### src/rtl/hsclk_sel_ctrl_pkg.sv
// rtl/hsclk_sel_ctrl_pkg.sv - shared state encoding, divider codes and decode helpers
// Ports: none (package).
package hsclk_sel_ctrl_pkg;

    typedef enum logic [2:0] {
        LS_RUN  = 3'd0,
        LS_HOLD = 3'd1,
        TO_HS   = 3'd2,
        HS_RUN  = 3'd3,
        TO_LS   = 3'd4
    } state_t;

    localparam logic [1:0] DIV2 = 2'b00;
    localparam logic [1:0] DIV4 = 2'b01;
    localparam logic [1:0] DIV6 = 2'b10;

    function automatic logic is_ls(input state_t s);
        return (s == LS_RUN) || (s == LS_HOLD);
    endfunction

    function automatic logic wants_hs(input state_t s);
        return (s == TO_HS) || (s == HS_RUN);
    endfunction

    function automatic logic in_transit(input state_t s);
        return (s == TO_HS) || (s == TO_LS);
    endfunction

    // Any code other than /2 or /4 selects /6 in the switch; store it canonically.
    function automatic logic [1:0] div_norm(input logic [1:0] v);
        case (v)
            2'b00:   return DIV2;
            2'b01:   return DIV4;
            default: return DIV6;
        endcase
    endfunction

endpackage

### src/rtl/hsclk_sel_ctrl_if.sv
// rtl/hsclk_sel_ctrl_if.sv - signal bundle between the controller and its environment
// Ports: none; modport slave is the controller side, modport master the driving side.
//   inputs to controller : host_access_req, force_ls, cfg_wr, cfg_div_sel[1:0],
//                          hsclk_selected, lsclk_selected
//   outputs of controller: hsclk_sel, cpuclk_div_sel[1:0], ls_active, switching, div_pending
interface hsclk_sel_ctrl_if;
    logic       host_access_req;
    logic       force_ls;
    logic       cfg_wr;
    logic [1:0] cfg_div_sel;
    logic       hsclk_selected;
    logic       lsclk_selected;
    logic       hsclk_sel;
    logic [1:0] cpuclk_div_sel;
    logic       ls_active;
    logic       switching;
    logic       div_pending;

    modport master (
        output host_access_req, force_ls, cfg_wr, cfg_div_sel, hsclk_selected, lsclk_selected,
        input  hsclk_sel, cpuclk_div_sel, ls_active, switching, div_pending
    );

    modport slave (
        input  host_access_req, force_ls, cfg_wr, cfg_div_sel, hsclk_selected, lsclk_selected,
        output hsclk_sel, cpuclk_div_sel, ls_active, switching, div_pending
    );
endinterface

### src/rtl/hsclk_sel_ctrl_sync2.sv
// rtl/hsclk_sel_ctrl_sync2.sv - two-flop synchroniser, asynchronous active-low reset to 0
// Ports: clk (clock), rst_b (async active-low reset), d (async input), q (synchronised output)
module sync2 (
    input  logic clk,
    input  logic rst_b,
    input  logic d,
    output logic q
);
    logic meta;

    always_ff @(posedge clk or negedge rst_b) begin
        if (!rst_b) begin
            meta <= 1'b0;
            q    <= 1'b0;
        end else begin
            meta <= d;
            q    <= meta;
        end
    end
endmodule

### src/rtl/hsclk_sel_ctrl.sv
// rtl/hsclk_sel_ctrl.sv - CPU clock-select controller: HS/LS switch sequencing and divider update gating
// Optional feature macro: LS_HOLDOFF_EN (adds LS_HOLD and the hold-off counter).
// Ports:
//   hsclk_in - sole clock, rising edge
//   rst_b    - asynchronous active-low reset
//   bus      - hsclk_sel_ctrl_if.slave: host_access_req, force_ls, cfg_wr, cfg_div_sel,
//              hsclk_selected, lsclk_selected in; hsclk_sel, cpuclk_div_sel, ls_active,
//              switching, div_pending out
module hsclk_sel_ctrl
    import hsclk_sel_ctrl_pkg::*;
#(
    parameter int unsigned HOLDOFF_CYCLES = 16,
    parameter logic [1:0]  DIV_RESET      = DIV4
) (
    input  logic            hsclk_in,
    input  logic            rst_b,
    hsclk_sel_ctrl_if.slave bus
);
    state_t     state;
    state_t     state_nxt;
    logic       hs_s;
    logic       ls_s;
    logic       req;
    logic       hsclk_sel_q;
    logic       ls_active_q;
    logic       switching_q;
    logic [1:0] div_q;
    logic [1:0] pend_q;
    logic       pending_q;
    logic       apply;

    sync2 u_sync_hs (.clk(hsclk_in), .rst_b(rst_b), .d(bus.hsclk_selected), .q(hs_s));
    sync2 u_sync_ls (.clk(hsclk_in), .rst_b(rst_b), .d(bus.lsclk_selected), .q(ls_s));

    assign req = bus.host_access_req | bus.force_ls;

`ifdef LS_HOLDOFF_EN
    localparam logic [7:0] HOLD_LOAD = 8'(HOLDOFF_CYCLES - 1);

    logic [7:0] cnt;
    logic [7:0] cnt_nxt;

    always_ff @(posedge hsclk_in or negedge rst_b) begin
        if (!rst_b) cnt <= 8'd0;
        else        cnt <= cnt_nxt;
    end
`else
    // HOLDOFF_CYCLES has no effect without the hold-off state.
    logic unused_holdoff;
    assign unused_holdoff = (HOLDOFF_CYCLES != 0);
`endif

    always_comb begin
        state_nxt = state;
`ifdef LS_HOLDOFF_EN
        cnt_nxt = cnt;
`endif
        case (state)
            LS_RUN: begin
                if (!req) begin
`ifdef LS_HOLDOFF_EN
                    state_nxt = LS_HOLD;
                    cnt_nxt   = HOLD_LOAD;
`else
                    // A pending divider write lands first; hsclk_sel rises a cycle later.
                    if (!pending_q) state_nxt = TO_HS;
`endif
                end
            end
`ifdef LS_HOLDOFF_EN
            LS_HOLD: begin
                if (req)                 state_nxt = LS_RUN;
                else if (cnt != 8'd0)    cnt_nxt   = cnt - 8'd1;
                else if (!pending_q)     state_nxt = TO_HS;
            end
`endif
            // Abort wins over completion so a request always drops hsclk_sel next cycle.
            TO_HS: begin
                if (req)                 state_nxt = TO_LS;
                else if (hs_s && !ls_s)  state_nxt = HS_RUN;
            end
            HS_RUN: begin
                if (req)                 state_nxt = TO_LS;
            end
            TO_LS: begin
                if (ls_s && !hs_s)       state_nxt = LS_RUN;
            end
            default: state_nxt = LS_RUN;
        endcase
    end

    // Outputs are decoded from the next state so they are flops that track the state register.
    always_ff @(posedge hsclk_in or negedge rst_b) begin
        if (!rst_b) begin
            state       <= LS_RUN;
            hsclk_sel_q <= 1'b0;
            ls_active_q <= 1'b1;
            switching_q <= 1'b0;
        end else begin
            state       <= state_nxt;
            hsclk_sel_q <= wants_hs(state_nxt);
            ls_active_q <= is_ls(state_nxt);
            switching_q <= in_transit(state_nxt);
        end
    end

    // Divider only changes while the CPU runs from the host clock.
    assign apply = pending_q && is_ls(state_nxt);

    always_ff @(posedge hsclk_in or negedge rst_b) begin
        if (!rst_b) begin
            div_q     <= DIV_RESET;
            pend_q    <= DIV_RESET;
            pending_q <= 1'b0;
        end else begin
            if (apply) div_q <= pend_q;
            // A write coincident with an apply stays pending: the older value is applied now.
            if (bus.cfg_wr) begin
                pend_q    <= div_norm(bus.cfg_div_sel);
                pending_q <= 1'b1;
            end else if (apply) begin
                pending_q <= 1'b0;
            end
        end
    end

    assign bus.hsclk_sel      = hsclk_sel_q;
    assign bus.cpuclk_div_sel = div_q;
    assign bus.ls_active      = ls_active_q;
    assign bus.switching      = switching_q;
    assign bus.div_pending    = pending_q;
endmodule

### src/flat_wrapper.sv
// flat-port wrapper written by rule: the top's interface ports become plain ports
module hsclk_sel_ctrl_flat import hsclk_sel_ctrl_pkg::*;
#(
    parameter int unsigned HOLDOFF_CYCLES = 16,
    parameter logic [1:0]  DIV_RESET      = DIV4
)
  (hsclk_in, rst_b, bus_host_access_req, bus_force_ls, bus_cfg_wr, bus_cfg_div_sel, bus_hsclk_selected, bus_lsclk_selected, bus_hsclk_sel, bus_cpuclk_div_sel, bus_ls_active, bus_switching, bus_div_pending);
  hsclk_sel_ctrl_if bus_i ();
  input  logic hsclk_in;
  input  logic rst_b;
  input wire logic [$bits(bus_i.host_access_req)-1:0] bus_host_access_req;
  input wire logic [$bits(bus_i.force_ls)-1:0] bus_force_ls;
  input wire logic [$bits(bus_i.cfg_wr)-1:0] bus_cfg_wr;
  input wire logic [$bits(bus_i.cfg_div_sel)-1:0] bus_cfg_div_sel;
  input wire logic [$bits(bus_i.hsclk_selected)-1:0] bus_hsclk_selected;
  input wire logic [$bits(bus_i.lsclk_selected)-1:0] bus_lsclk_selected;
  output wire logic [$bits(bus_i.hsclk_sel)-1:0] bus_hsclk_sel;
  output wire logic [$bits(bus_i.cpuclk_div_sel)-1:0] bus_cpuclk_div_sel;
  output wire logic [$bits(bus_i.ls_active)-1:0] bus_ls_active;
  output wire logic [$bits(bus_i.switching)-1:0] bus_switching;
  output wire logic [$bits(bus_i.div_pending)-1:0] bus_div_pending;
  assign bus_i.host_access_req = bus_host_access_req;
  assign bus_i.force_ls = bus_force_ls;
  assign bus_i.cfg_wr = bus_cfg_wr;
  assign bus_i.cfg_div_sel = bus_cfg_div_sel;
  assign bus_i.hsclk_selected = bus_hsclk_selected;
  assign bus_i.lsclk_selected = bus_lsclk_selected;
  assign bus_hsclk_sel = bus_i.hsclk_sel;
  assign bus_cpuclk_div_sel = bus_i.cpuclk_div_sel;
  assign bus_ls_active = bus_i.ls_active;
  assign bus_switching = bus_i.switching;
  assign bus_div_pending = bus_i.div_pending;
  hsclk_sel_ctrl #(.HOLDOFF_CYCLES(HOLDOFF_CYCLES), .DIV_RESET(DIV_RESET)) u_core (.hsclk_in(hsclk_in), .rst_b(rst_b), .bus(bus_i));
endmodule
### config.mk
export PLATFORM = sky130hd
export DESIGN_NAME = hsclk_sel_ctrl_flat
export DESIGN_NICKNAME = d
export VERILOG_FILES = /design/src/rtl/hsclk_sel_ctrl_pkg.sv /design/src/rtl/hsclk_sel_ctrl_if.sv /design/src/rtl/hsclk_sel_ctrl_sync2.sv /design/src/rtl/hsclk_sel_ctrl.sv /design/src/flat_wrapper.sv
export SDC_FILE = /design/constraint.sdc
export NUM_CORES = 1
export LEC_CHECK = 0
export ABC_CLOCK_PERIOD_IN_PS = 1200
export BUFFER_PORTS_ARGS = -buffer_cell sky130_fd_sc_hd__buf_2
export CAP_MARGIN = 20
export CELL_PAD_IN_SITES_DETAIL_PLACEMENT = 0
export CELL_PAD_IN_SITES_GLOBAL_PLACEMENT = 1
export CORE_ASPECT_RATIO = 1.25
export CORE_UTILIZATION = 34
export CTS_CLUSTER_DIAMETER = 150
export CTS_CLUSTER_SIZE = 25
export DETAILED_ROUTE_END_ITERATION = 7
export PLACE_DENSITY_LB_ADDON = 0.3
export SYNTH_ARGS = -nofsm -noshare
export SYNTH_HDL_FRONTEND = slang
export SYNTH_SLANG_ARGS = --single-unit
### constraint.sdc
create_clock -name hsclk_in -period 1.2 [get_ports hsclk_in]
set_input_delay 0.3 -clock hsclk_in [delete_from_list [all_inputs] [get_ports hsclk_in]]
set_output_delay 0.3 -clock hsclk_in [all_outputs]
set_load 0.02 [all_outputs]
* Yosys cells after proc, flatten, opt, wreduce, memory -nomap -nowiden
Index checks and enable logic that the tools add are counted.
W data, S select, Z words.
** Storage, ports and cells
- Bits in registers :: 15
- Bits of input ports :: 9
- Output and inout port bits :: 6
- Logic and storage cells :: 42
** Cells by class
- Eq/ne operators :: 8
- Multiplexer cells :: 10
- Bitwise operators :: 1
- Reductions and logical operators :: 12
** Operators by type and width (count)
- $mux W3 :: 6
- $eq A3 B2 Y1 const B :: 4
- $pmux W3 S4 :: 1
- $eq A3 B3 Y1 const B :: 2
- $logic_not A3 Y1 :: 2
- $pmux W2 S2 :: 1
- $eq A3 B1 Y1 const B :: 1
- $logic_and A1 B1 Y1 :: 3
- $logic_or A1 B1 Y1 :: 3
- $eq A2 B1 Y1 const B :: 1
- $logic_not A1 Y1 :: 2
- $logic_not A2 Y1 :: 1
- $mux W1 :: 2
- $reduce_bool A2 Y1 :: 1
- $or A1 B1 Y1 :: 1

* Longest topological paths before layout
Gate-level depths: netlist of the first run.
- Depth in word-level cells :: 10
- Depth in mapped cells :: 4
- Mapped depth without buffers :: 4

* Modules after synthesis
A second synthesis of the first run with hierarchy kept.
** Second synthesis, totals
- Cells, all modules :: 44
- Area total of the unflattened synthesis :: 604.3 µm²
** By module, submodules not included
- hsclk_sel_ctrl :: times used 1, cells each 40, area an instance 504.2 µm², seq. area each 279.0 µm²
- sync2 :: times used 2, cells each 2, area an instance 50.0 µm², seq. area each 50.0 µm²

* Worst setup path before layout of the first run
OpenSTA, ideal clock, no wires.
- Kind :: register to register
- Start point :: register u_core.u_sync_ls.q
- End point :: register u_core.div_q[1], in the netlist u_core.bus.cpuclk_div_sel[1]
- Library setup time :: 0.128 ns
- Arrival :: 1.115 ns
- Required time :: 1.072 ns
- Path slack :: -0.043 ns
- Cell stages (with the launch flop) :: 5
- Path buffers :: 0
- Clock period less this slack :: 1.243 ns
- Cell sequence :: dfrtp_1 > nor2b_4 > nor4b_4 > nor3b_2 > mux2_1
** Between the ends
- Word-level cells in the longest chain between the ends :: 8
- Elaborated cells on any way between the ends :: 11
- Classes of those cells :: eq/ne: 1; mux: 4; reduce/logical: 6
** RTL lines
- start, declared :: line hsclk_sel_ctrl_sync2.sv:7 : output logic q
- start signal, assigned :: line hsclk_sel_ctrl_sync2.sv:17 : q <= meta;
- $logic_not A1 Y1 :: line hsclk_sel_ctrl.sv:80 : else if (hs_s && !ls_s) state_nxt = HS_RUN;
- $logic_and A1 B1 Y1 :: line hsclk_sel_ctrl.sv:80
- $mux W3 :: line hsclk_sel_ctrl.sv:80
- $mux W3 :: line hsclk_sel_ctrl.sv:79 : if (req) state_nxt = TO_LS;
- $pmux W3 S4 * :: line hsclk_sel_ctrl.sv:58 : case (state)
- $eq A3 B1 Y1 or $logic_not A3 Y1 (tied branches) :: line hsclk_sel_ctrl_pkg.sv:18 : return (s == LS_RUN) || (s == LS_HOLD);
- $logic_or A1 B1 Y1 * :: line hsclk_sel_ctrl_pkg.sv:18
- $logic_and A1 B1 Y1 * :: line hsclk_sel_ctrl.sv:108 : assign apply = pending_q && is_ls(state_nxt);
- end signal, assigned :: line hsclk_sel_ctrl.sv:116 : if (apply) div_q <= pend_q;
- end, declared :: line hsclk_sel_ctrl.sv:27 : logic [1:0] div_q;
Mark *: on every way between the ends. The rest lies on a longest branch, timed or not.
A chain may end at the register's enable or synchronous reset.

* Worst setup path in the final report of the first run
- Start point :: register u_core.u_sync_hs.q
- End point :: register u_core.div_q[1], in the netlist u_core.bus.cpuclk_div_sel[1]
** Between the ends
- Word-level cells in the longest chain between the ends :: 7
- Elaborated cells on any way between the ends :: 11
- Classes of those cells :: eq/ne: 1; mux: 4; reduce/logical: 6
** RTL lines (line)
- start, declared :: hsclk_sel_ctrl_sync2.sv:7
- start signal, assigned :: hsclk_sel_ctrl_sync2.sv:17
- $logic_and A1 B1 Y1 or $logic_not A1 Y1 (tied branches) :: hsclk_sel_ctrl.sv:80, hsclk_sel_ctrl.sv:86
- $mux W3 or $logic_and A1 B1 Y1 (tied branches) :: hsclk_sel_ctrl.sv:80, hsclk_sel_ctrl.sv:86
- $mux W3 (on tied branches) :: hsclk_sel_ctrl.sv:79, hsclk_sel_ctrl.sv:86
- $pmux W3 S4 * :: hsclk_sel_ctrl.sv:58
- $eq A3 B1 Y1 or $logic_not A3 Y1 (tied branches) :: hsclk_sel_ctrl_pkg.sv:18
- $logic_or A1 B1 Y1 * :: hsclk_sel_ctrl_pkg.sv:18
- $logic_and A1 B1 Y1 * :: hsclk_sel_ctrl.sv:108
Marked as above.

==> metrics.log, run 1 <==
[metrics] Ant. Diodes: 0
[metrics] count of flip-flops with a built-in enable after synthesis: 0
[metrics] number of fill cells in the layout: between 100 and 150
[metrics] Netlist Area Pre-Place: 563.0 µm²
[metrics] worst slack after detailed placement: -0.1079 ns
[metrics] Num Clock Sinks: 15
[metrics] number of setup violations in the final report: 4
[metrics] post-synthesis async set-or-reset flop share: 100.0%
[metrics] Post-synth top cells: 12 x sky130_fd_sc_hd__dfrtp_1, 5 x sky130_fd_sc_hd__o21ai_0, 3 x sky130_fd_sc_hd__dfstp_2
[metrics] sequential group share of total power: approximately 52%
[metrics] share of final-layout standard cells stronger than drive strength 1: 54.84%
[metrics] maximum fanout along the worst path: 2
[metrics] fmax: about 760 MHz
[metrics] Antenna Nets Post-Route: 0
[metrics] Net Sw Frac: 27.67%
[metrics] post-synthesis sequential area ratio: 67.33%
[metrics] buffers from clock root to sink, at most: 2
[metrics] global-route wire length before repair: 1524 µm
[metrics] combinational group share of total power: 24.7%
[metrics] top_reg_cell synth: sky130_fd_sc_hd__dfrtp_1
[metrics] required time of the critical path: 1.36 ns
[metrics] antenna violations before repair: 0
[metrics] Internal: 0.8665 mW
[metrics] Worst R2R Setup Slack: -0.12 ns
[metrics] Worst Slack Setup Final: -0.1161 ns
[metrics] Critical Path Start Type: register
[metrics] TritonCTS Buffers: 3
[metrics] count of port buffers added during placement: 14
[metrics] most area-consuming cells after synthesis: sky130_fd_sc_hd__dfrtp_1 53%, sky130_fd_sc_hd__dfstp_2 14%, sky130_fd_sc_hd__o21ai_0 4.4%, sky130_fd_sc_hd__nor4b_4 4.2%, sky130_fd_sc_hd__mux2_1 4.0%
[metrics] PnR Total Power: about 1.2 mW
[metrics] share of Yosys cell area claimed by the top area cell type: 53.33%
[metrics] final number of hold-violating endpoints: 0
[metrics] net count after synthesis: 48
[metrics] count of pins over their slew limit: 0
[metrics] switching power total: 0.3315 mW
[metrics] via count of the routed design: 367
[metrics] Die ar.: about 1800 µm²
[metrics] number of max-capacitance violations reported: 0
[metrics] clock insertion delay at the later pin of the skew report: roughly 0.28 ns
[metrics] setup repair after global routing missed its margin: true
[metrics] Remaining Overflow, GRT: 0
[metrics] instance area after placement: 670.6 µm²
[metrics] overall track demand over capacity in global routing: between 10% and 20%
[metrics] drt first pass iters: 3
[metrics] synthesized instance count: 39
[metrics] per-cell via count in the routed design: 4.588
[metrics] peak ir drop on the vdd network: 643.6 µV
[metrics] status: finished, violations left
[metrics] GPL Wtd Cong: 0.6556
[metrics] number of design-rule violations left by the first detailed-router iteration: 3
[metrics] I/O pin total: 15
[metrics] count of warnings emitted by yosys: 0
[metrics] Leak: 0.3690 nW
[metrics] Die Y-Extent: 47.50 µm
[metrics] Critical Path End Type: register
[metrics] core region area: 1562 µm²
[metrics] Final Critical Period: approximately 1.3 ns
[metrics] final core utilization: 48.96%
[metrics] most used standard cell by instance count after synthesis: sky130_fd_sc_hd__dfrtp_1
[metrics] per-instance average area after synthesis: 14.44 µm²
[metrics] maximum number of pins on one net before global-route repair: 16
[metrics] violated checks: setup timing
[metrics] arrival time of the worst setup path: 1.48 ns
[metrics] Final nets: about 70
[metrics] HPWL reported at the end of detailed placement: 653.4 µm
[metrics] number of library cell types mapped by synthesis: 17
[metrics] TNS Setup: -0.2353 ns
[metrics] clock-pin transition on the worst setup and hold timing paths: around 0.090 ns
[metrics] cell type with the highest aggregate area in the netlist: sky130_fd_sc_hd__dfrtp_1
[metrics] flops & latches, synth: 15
[metrics] clock network power share: a little under a quarter
[metrics] Crit Path Class: register to register
[metrics] setup skew after layout: 0.01000 ns
[metrics] DRC violation count after routing: 0
[metrics] buffer cell driving the clock tree root: sky130_fd_sc_hd__clkbuf_4
[metrics] aggregate routed wire length: 890 µm
[metrics] Post-Layout Inst Area: 764.5 µm²
[metrics] Slew HR: between 70% and 80%
[metrics] worst-margin pin slew: 0.4053 ns
[metrics] effective utilization at floorplan: 36.06%
[metrics] via count of the first global-routing pass: 345
[metrics] path type of the worst min-delay path: input port to register
[metrics] H-tree lvl count: 1
[metrics] P per Cell Area: 1567 nW/µm²
[metrics] synthesis-to-layout area growth: 35.78%
[metrics] TritonCTS clock tree: built
[metrics] detail-routed net length per standard cell: approximately 11 µm
[metrics] die width: 38.40 µm
[metrics] post-route fraction of the period consumed by the critical path: 109.7%
[metrics] standard-cell row count: 16
sequential cells by signal, summed over array words and instances (netlist names):
name / cells
u_core.bus.cpuclk_div_sel: 2
u_core.u_sync_hs.q: 1
u_core.bus.div_pending: 1
u_core.bus.hsclk_sel: 1
u_core.u_sync_ls.q: 1
u_core.u_sync_hs.meta: 1
u_core.bus.switching: 1
u_core.u_sync_ls.meta: 1
u_core.pend_q: 2
u_core.state: 3
u_core.bus.ls_active: 1
cell type report:
cell class	instances	area [µm²]	area share, %
Multi-Input combinational cell	23	202.7	26.51
Timing Repair Buffer	19	128.9	16.86
Sequential cell	15	379.1	49.59
Tap cell	18	22.52	2.946
Inverter	1	3.754	0.4910
Clock inverter	1	5.005	0.6547
Clock buffer	3	22.52	2.946
worst paths after layout:
| kind | start | endpoint | depth (start not counted) |
|---|---|---|---|
| max | u_core.u_sync_hs.q | u_core.bus.cpuclk_div_sel[1] | 4 |
| min reg2reg | u_core.u_sync_ls.meta | u_core.u_sync_ls.q | 0 |
| max in group asynchronous | rst_b | u_core.bus.cpuclk_div_sel[0] | 2 |
| min in group asynchronous | rst_b | u_core.state[0] | 2 |
| max reg2reg | u_core.u_sync_hs.q | u_core.bus.cpuclk_div_sel[1] | 4 |
| min | bus_hsclk_selected | u_core.u_sync_hs.meta | 1 |
critical path, stage by stage, from the launching register on:
cell	delay, ns
sky130_fd_sc_hd__dfrtp_1	0.41
sky130_fd_sc_hd__nor2b_4	0.13
sky130_fd_sc_hd__nor4b_4	0.06
sky130_fd_sc_hd__nor3b_2	0.27
sky130_fd_sc_hd__mux2_4	0.33
repair_timing:
item                                   CTS  global route
setup buffers                            2             0
resized for setup                        7             6
cloned                                   0             0
hold buffers                             1             0
setup endpoints to repair                4             8
pin swaps                                0             2
endpoints found under the hold margin   12             0
placed cells by master, fill, tap and decap left out, types with 2 or more instances in the layout:
cell type / count
sky130_fd_sc_hd__buf_2: 11
sky130_fd_sc_hd__buf_4: 4
sky130_fd_sc_hd__dfrtp_1: 12
sky130_fd_sc_hd__nor2_1: 2
sky130_fd_sc_hd__mux2_4: 2
sky130_fd_sc_hd__nor2b_4: 2
sky130_fd_sc_hd__o21ai_1: 2
sky130_fd_sc_hd__nor3_1: 2
sky130_fd_sc_hd__clkbuf_4: 3
sky130_fd_sc_hd__buf_6: 3
sky130_fd_sc_hd__o21ai_0: 3
sky130_fd_sc_hd__o21a_1: 2
sky130_fd_sc_hd__dfstp_2: 3
layer usage:
layer	routed length, µm	track usage [%]
met1	428	19.02
met2	395	17.29
met3	54	4.186
met4	12	6.207
met5	0	0
power groups by stage:
| stage | logic, mW | registers [mW] | clock network (mW) |
|---|---|---|---|
| floorplan | 0.0834 | 0.674 | 0 |
| global placement | 0.220 | 0.623 | 0 |
| detailed placement | 0.221 | 0.624 | 0 |
| CTS | 0.275 | 0.622 | 0.290 |
| global route | 0.320 | 0.632 | 0.321 |
| finish | 0.295 | 0.622 | 0.280 |
per-stage QoR:
stage,hold slack [ns],instances
after floorplan,0.004409,39
after global placement,0.2143,73
after detailed placement,0.2209,73
after CTS,0.1085,80
after global routing,0.09700,80
final,0.1167,80
cell families after synthesis:
family	share of synthesized area, %
DFF	67.33
muxes	6.000
and+or+nand+nor	18.89
AOI/OAI and AO/OA	7.110
buffers and inverters	0.6660
(Power assumes the default switching activity.)
==> run 2, diff against run 1 <==
Settings changed: CORE_UTILIZATION 34 to 35, GPL_ROUTABILITY_DRIVEN from default to 0, SYNTH_HIERARCHICAL from default to 1.
==> metrics.log, run 2 <==
[metrics] status: finished, violations left
[metrics] violated checks: setup timing
[metrics] per-cell via count in the routed design: 5.012
[metrics] count of port buffers added during placement: 14
[metrics] post-synthesis sequential area ratio: 62.73%
[metrics] Antenna Nets Post-Route: 0
[metrics] most common cell after layout, fill and taps aside: sky130_fd_sc_hd__buf_2
[metrics] post-synthesis share of cell area spent on xor and xnor gates: 0%
[metrics] core region area: approximately 1600 µm²
[metrics] Leak: 0.3708 nW
[metrics] path type of the worst min-delay path: input port to register
[metrics] die width: 39.17 µm
[metrics] maximum number of pins on one net before global-route repair: 16
[metrics] Final Critical Period: 1.253 ns
[metrics] Crit Path Class: register to register
[metrics] Slew HR: 78.55%
[metrics] number of library cell types mapped by synthesis: 23
[metrics] setup repair after global routing missed its margin: true
[metrics] final number of hold-violating endpoints: 0
[metrics] setup skew after layout: 0.0009377 ns
[metrics] per-instance average area after synthesis: 13.73 µm²
[metrics] net count after synthesis: 53
[metrics] via count of the first global-routing pass: 406
[metrics] flops & latches, synth: 15
[metrics] worst-margin pin slew: 0.3217 ns
[metrics] TNS Setup: -0.1614 ns
[metrics] overall track demand over capacity in global routing: 12.79%
[metrics] effective utilization at floorplan: 38.21%
[metrics] synthesis-to-layout area growth: 33.13%
[metrics] Netlist Area Pre-Place: 604.3 µm²
[metrics] share of Yosys cell area claimed by the top area cell type: approximately 50%
[metrics] area fraction in compound gates after synthesis: 13.25%
[metrics] PnR Total Power: 1.220 mW
[metrics] Critical Path End Type: register
[metrics] Remaining Overflow, GRT: 0
[metrics] aggregate routed wire length: 987 µm
[metrics] Synth Area in Simple Gates: between 10% and 20%
[metrics] top_reg_cell synth: sky130_fd_sc_hd__dfrtp_1
[metrics] Synth Area in Adders: 0%
[metrics] Critical Path Start Type: register
[metrics] maximum fanout along the worst path: 2
[metrics] most area-consuming cells after synthesis: sky130_fd_sc_hd__dfrtp_1 50%, sky130_fd_sc_hd__dfstp_2 13%, sky130_fd_sc_hd__o311ai_4 4.3%, sky130_fd_sc_hd__mux2_1 3.7%, sky130_fd_sc_hd__nand2b_1 3.1%
[metrics] Num Clock Sinks: 15
[metrics] Largest Register: u_core/state
[metrics] cell count after placement: 78
[metrics] DRC violation count after routing: 0
[metrics] largest family of logic cells by synthesized area: simple AND/OR/NAND/NOR gates
[metrics] Ant. Diodes: 0
[metrics] count of pins over their slew limit: 0
[metrics] standard-cell row count: 16
[metrics] number of fill cells in the layout: 154
[metrics] buffer cell driving the clock tree root: sky130_fd_sc_hd__clkbuf_4
[metrics] number of setup violations in the final report: 4
[metrics] Die ar.: 1898 µm²
[metrics] H-tree lvl count: 1
[metrics] clock insertion delay at the later pin of the skew report: 0.29 ns
[metrics] number of design-rule violations left by the first detailed-router iteration: 7
[metrics] arrival time of the worst setup path: 1.43 ns
[metrics] Post-synth top cells: 12 x sky130_fd_sc_hd__dfrtp_1, 3 x sky130_fd_sc_hd__dfstp_2, 3 x sky130_fd_sc_hd__inv_1, 3 x sky130_fd_sc_hd__nand2b_1
[metrics] TritonCTS Buffers: 3
[metrics] antenna violations before repair: 0
[metrics] flip-flop count of the largest register, all copies and words added: 3
[metrics] most frequent cells in the layout: 11 x sky130_fd_sc_hd__buf_2, 10 x sky130_fd_sc_hd__dfrtp_1, 4 x sky130_fd_sc_hd__buf_4
[metrics] required time of the critical path: roughly 1.4 ns
[metrics] clock-pin transition on the worst setup and hold timing paths: 0.09 ns
[metrics] Die Y-Extent: 48.46 µm
[metrics] TritonCTS clock tree: built
[metrics] global-route wire length before repair: between 1500 and 2000 µm
[metrics] count of warnings emitted by yosys: 6
[metrics] number of max-capacitance violations reported: 0
[metrics] most used standard cell by instance count after synthesis: sky130_fd_sc_hd__dfrtp_1
[metrics] Final nets: 77
[metrics] P per Cell Area: 1516 nW/µm²
[metrics] post-route fraction of the period consumed by the critical path: 104.4%
[metrics] share of final-layout standard cells stronger than drive strength 1: 52.24%
[metrics] worst slack after detailed placement: -0.04377 ns
[metrics] synthesized instance count: 44
[metrics] HPWL reported at the end of detailed placement: 728.5 µm
[metrics] post-route non-filler standard cell count: 85
[metrics] Worst Slack Setup Final: -0.05259 ns
[metrics] peak ir drop on the vdd network: approximately 780 µV
[metrics] I/O pin total: 15
[metrics] fmax: between 700 and 800 MHz
[metrics] buffers from clock root to sink, at most: 2
[metrics] count of flip-flops with a built-in enable after synthesis: 0
[metrics] Worst Hold Slack: about 0.11 ns
[metrics] drt first pass iters: 4
[metrics] post-synthesis async set-or-reset flop share: 100.0%
[metrics] cell type with the highest aggregate area in the netlist: sky130_fd_sc_hd__dfrtp_1
[metrics] mux contribution to synthesized area: about 5.6%
[metrics] detail-routed net length per standard cell: 11.61 µm
[metrics] via count of the routed design: 426
[run 2: kinds of logic after synthesis]
family                 after synthesis
buffers and inverters                3
AND/OR/NAND/NOR                     14
flip-flops                          15
AO/OA/AOI/OAI                        9
multiplexers                         3
[run 2: report_power, final]
part           internal [mW]  leakage [nW]  total (mW)  switching (mW)
sequential             0.584         0.178       0.626          0.0425
clock                  0.129        0.0150       0.293           0.164
combinational          0.155         0.178       0.301           0.145
total                  0.868         0.371        1.22           0.352
[run 2: metal layers]
layer / part of all wire [%] / vias up / GRT usage, %
met1: 44 / 200 / 17.27
met5: 0 / - / 0
met2: 48 / 23 / 17.78
met3: 6.0 / 2 / 2.752
met4: 2.1 / 0 / 8.621
li1: - / 201 / -
[run 2: area by class of cell]
cell class                      count  area, µm²  share of cell area [%]
Inverter                            3      11.26                   1.400
Sequential cell                    15      381.6                   47.43
Clock buffer                        4      26.28                   3.266
Multi-Input combinational cell     26      234.0                   29.08
Timing Repair Buffer               19      128.9                   16.02
Tap cell                           18      22.52                   2.799
[run 2: through the flow]
step / utilization, % / area (µm²)
2_1_floorplan: - / 615.6
3_3_place_gp: 45.73 / 723.2
3_5_place_dp: 45.73 / 723.2
4_1_cts: 49.21 / 778.2
5_1_grt: 50.87 / 804.5
6_report: 50.87 / 804.5
[run 2: critical path, cell delays in order, from the launching register on]
cell	delay, ns
sky130_fd_sc_hd__dfrtp_1	0.39
sky130_fd_sc_hd__nor2b_4	0.14
sky130_fd_sc_hd__o311ai_4	0.29
sky130_fd_sc_hd__mux2_4	0.33
[run 2: timing repair]
item	4_1_cts	5_1_grt
hold buffers	1	0
endpoints found under the hold margin	12	0
setup buffers	0	2
resized for setup	6	4
setup endpoints to repair	5	8
[run 2: worst paths after layout]
kind                                        from  cells past startpoint  slack (ns)                           end
hold / removal                bus_hsclk_selected                      1        0.11         u_core/u_sync_hs/meta
max in group asynchronous                  rst_b                      2        0.47  u_core/bus.cpuclk_div_sel[0]
setup / recovery              u_core/u_sync_ls/q                      3       -0.05  u_core/bus.cpuclk_div_sel[1]
min in group asynchronous                  rst_b                      2        0.44          u_core/bus.switching
hold reg to reg            u_core/u_sync_ls/meta                      0        0.35            u_core/u_sync_ls/q
setup reg to reg              u_core/u_sync_ls/q                      3       -0.05  u_core/bus.cpuclk_div_sel[1]
==> run 3, diff against run 2 <==
Settings changed: ABC_CLOCK_PERIOD_IN_PS 1200 to 1500, CORE_ASPECT_RATIO 1.25 to default, CORE_UTILIZATION 35 to 42.
Clock period 1.2 ns to 1.5 ns, I/O delays scaled along.
==> metrics.log, run 3 (synthesis gave the netlist of run 2 again) <==
[metrics] status: finished, final reports clean
[metrics] worst-margin pin slew: 0.3185 ns
[metrics] buffers from clock root to sink, at most: 2
[metrics] Remaining Overflow, GRT: 0
[metrics] drt first pass iters: 3
[metrics] arrival time of the worst setup path: 0.96 ns
[metrics] share of final-layout standard cells stronger than drive strength 1: just under 40%
[metrics] switching power total: 0.2507 mW
[metrics] Die Y-Extent: 39.93 µm
[metrics] standard-cell row count: 13
[metrics] Post-CTS Repair Setup Buffers: 0
[metrics] via count of the routed design: 375
[metrics] Leak: 0.3397 nW
[metrics] Crit Path Class: register to output pin
[metrics] antenna violations before repair: 0
[metrics] Ant. Diodes: 0
[metrics] Final Critical Period: 1.333 ns
[metrics] P per Cell Area: 1240 nW/µm²
[metrics] count of pins over their slew limit: 0
[metrics] via count of the first global-routing pass: approximately 340
[metrics] TNS Setup: 0 ns
[metrics] I/O pin total: 15
[metrics] number of setup violations in the final report: 0
[metrics] detail-routed net length per standard cell: between 10 and 15 µm
[metrics] number of fill cells in the layout: around 110
[metrics] required time of the critical path: 1.12 ns
[metrics] core region area: 1318 µm²
[metrics] aggregate routed wire length: 878 µm
[metrics] Multi-input gate area: roughly 210 µm²
[metrics] post-route non-filler standard cell count: between 70 and 80
[metrics] setup repair after global routing missed its margin: false
[metrics] buffers plus inverters on the worst setup path: 1
[metrics] Net Sw Frac: around 28%
[metrics] number of design-rule violations left by the first detailed-router iteration: 5
[metrics] count of port buffers added during placement: 14
[metrics] overall track demand over capacity in global routing: 14.76%
[metrics] Die ar.: ~1600 µm²
[metrics] area occupied by registers: 379.1 µm²
[metrics] Slew HR: 78.77%
[metrics] sequential group share of total power: 54.4%
[metrics] Final nets: 73
[metrics] category of cells accounting for the largest share of critical-path delay: flip-flops
[metrics] clock-pin transition on the worst setup and hold timing paths: 0.08 ns
[metrics] most frequent cells in the layout: 14 x sky130_fd_sc_hd__buf_2, 12 x sky130_fd_sc_hd__dfrtp_1
[metrics] clock network power share: 24.1%
[metrics] maximum number of pins on one net before global-route repair: 16
[metrics] effective utilization at floorplan: 45.87%
[metrics] Internal: ~0.65 mW
[metrics] Largest Register: u_core/state
[metrics] final number of hold-violating endpoints: 0
[metrics] buffer cell driving the clock tree root: sky130_fd_sc_hd__clkbuf_4
[metrics] Num Clock Sinks: 15
[metrics] TritonCTS clock tree: built
[metrics] DRC violation count after routing: 0
[metrics] critical path cell sequence: buf_2
[metrics] flip-flop count of the largest register, all copies and words added: 3
[metrics] maximum fanout along the worst path: 2
[metrics] number of max-capacitance violations reported: 0
[metrics] maximum cell stage delay along the critical path: between 0.5 and 0.6 ns
[metrics] H-tree lvl count: 1
[metrics] die width: around 40 µm
[metrics] synthesis-to-layout area growth: 20.70%
[metrics] Critical Path Start Type: register
[metrics] per-cell via count in the routed design: 4.808
[metrics] global-route wire length before repair: 1373 µm
[metrics] Critical Path End Type: output pin
[metrics] Antenna Nets Post-Route: 0
[metrics] setup skew after layout: approximately 0.0019 ns
[metrics] cell count after placement: 73
[metrics] Worst Hold Slack: 0.2015 ns
[metrics] TritonCTS Buffers: 3
[metrics] combinational group share of total power: a little over a fifth
[metrics] peak ir drop on the vdd network: 804.5 µV
[metrics] final core utilization: 55.37%
[metrics] path type of the worst min-delay path: input port to register
[metrics] fmax: 750.0 MHz
[metrics] most common cell after layout, fill and taps aside: sky130_fd_sc_hd__buf_2
[metrics] post-route fraction of the period consumed by the critical path: between 80% and 90%
[metrics] clock insertion delay at the later pin of the skew report: between 0.2 and 0.3 ns
[metrics] cell with the largest stage delay on the worst path: sky130_fd_sc_hd__dfstp_2
[run 3: cell count changes in the layout (fill, tap and decap cells not counted), sizes merged]
cell / delta
buf: -4
[run 3: power by group through the flow]
| stage | logic (mW) | registers [mW] | clock network [mW] |
|---|---|---|---|
| floorplan | 0.0854 | 0.543 | 0 |
| global placement | 0.193 | 0.502 | 0 |
| detailed placement | 0.195 | 0.502 | 0 |
| CTS | 0.197 | 0.494 | 0.230 |
| global route | 0.215 | 0.501 | 0.247 |
| finish | 0.194 | 0.493 | 0.218 |
[run 3: final cells by class]
class,instances,share of cell area (%)
inverters,3,1.544
clock buffers,4,3.602
repair buffers,15,10.98
multi-input cells,26,29.33
flip-flops and latches,15,51.97
well taps,15,2.573
[run 3: final timing paths]
kind,startpoint,slack [ns],to,cells past startpoint
worst max-delay path,u_core/bus.cpuclk_div_sel[0],0.17,bus_cpuclk_div_sel[0],1
worst min-delay path,bus_hsclk_selected,0.20,u_core/u_sync_hs/meta,1
worst max register to register,u_core/state[0],0.20,u_core/bus.cpuclk_div_sel[1],3
worst min register to register,u_core/u_sync_hs/meta,0.35,u_core/u_sync_hs/q,0
max in group asynchronous,rst_b,0.69,u_core/pend_q[0],2
min in group asynchronous,rst_b,0.51,u_core/bus.cpuclk_div_sel[1],2
[run 3: what timing repair did]
action                                 in CTS  in global routing
hold buffers                                1                  0
gates resized for setup                     0                  0
endpoints found under the hold margin      12                  0
[run 3: through the flow]
stage / power (mW) / setup slack [ns] / area (µm²)
detailed placement: 0.6968 / 0.2037 / 693.2
global route: 0.9618 / 0.1288 / 729.5
global placement: 0.6947 / 0.2281 / 693.2
finish: 0.9048 / 0.1666 / 729.5
CTS: 0.9213 / 0.1458 / 729.5
floorplan: 0.6285 / 0.2489 / 604.3
[run 3: per-layer routing]
layer | routed length (µm) | GRT usage [%] | vias up | part of all wire, %
met1 | 429 | 16.91 | 168 | 49
li1 | - | - | 192 | -
met4 | 17 | 15.52 | 0 | 1.9
met5 | 0 | 0 | - | 0
met3 | 50 | 5.000 | 2 | 5.7
met2 | 381 | 20.56 | 13 | 43
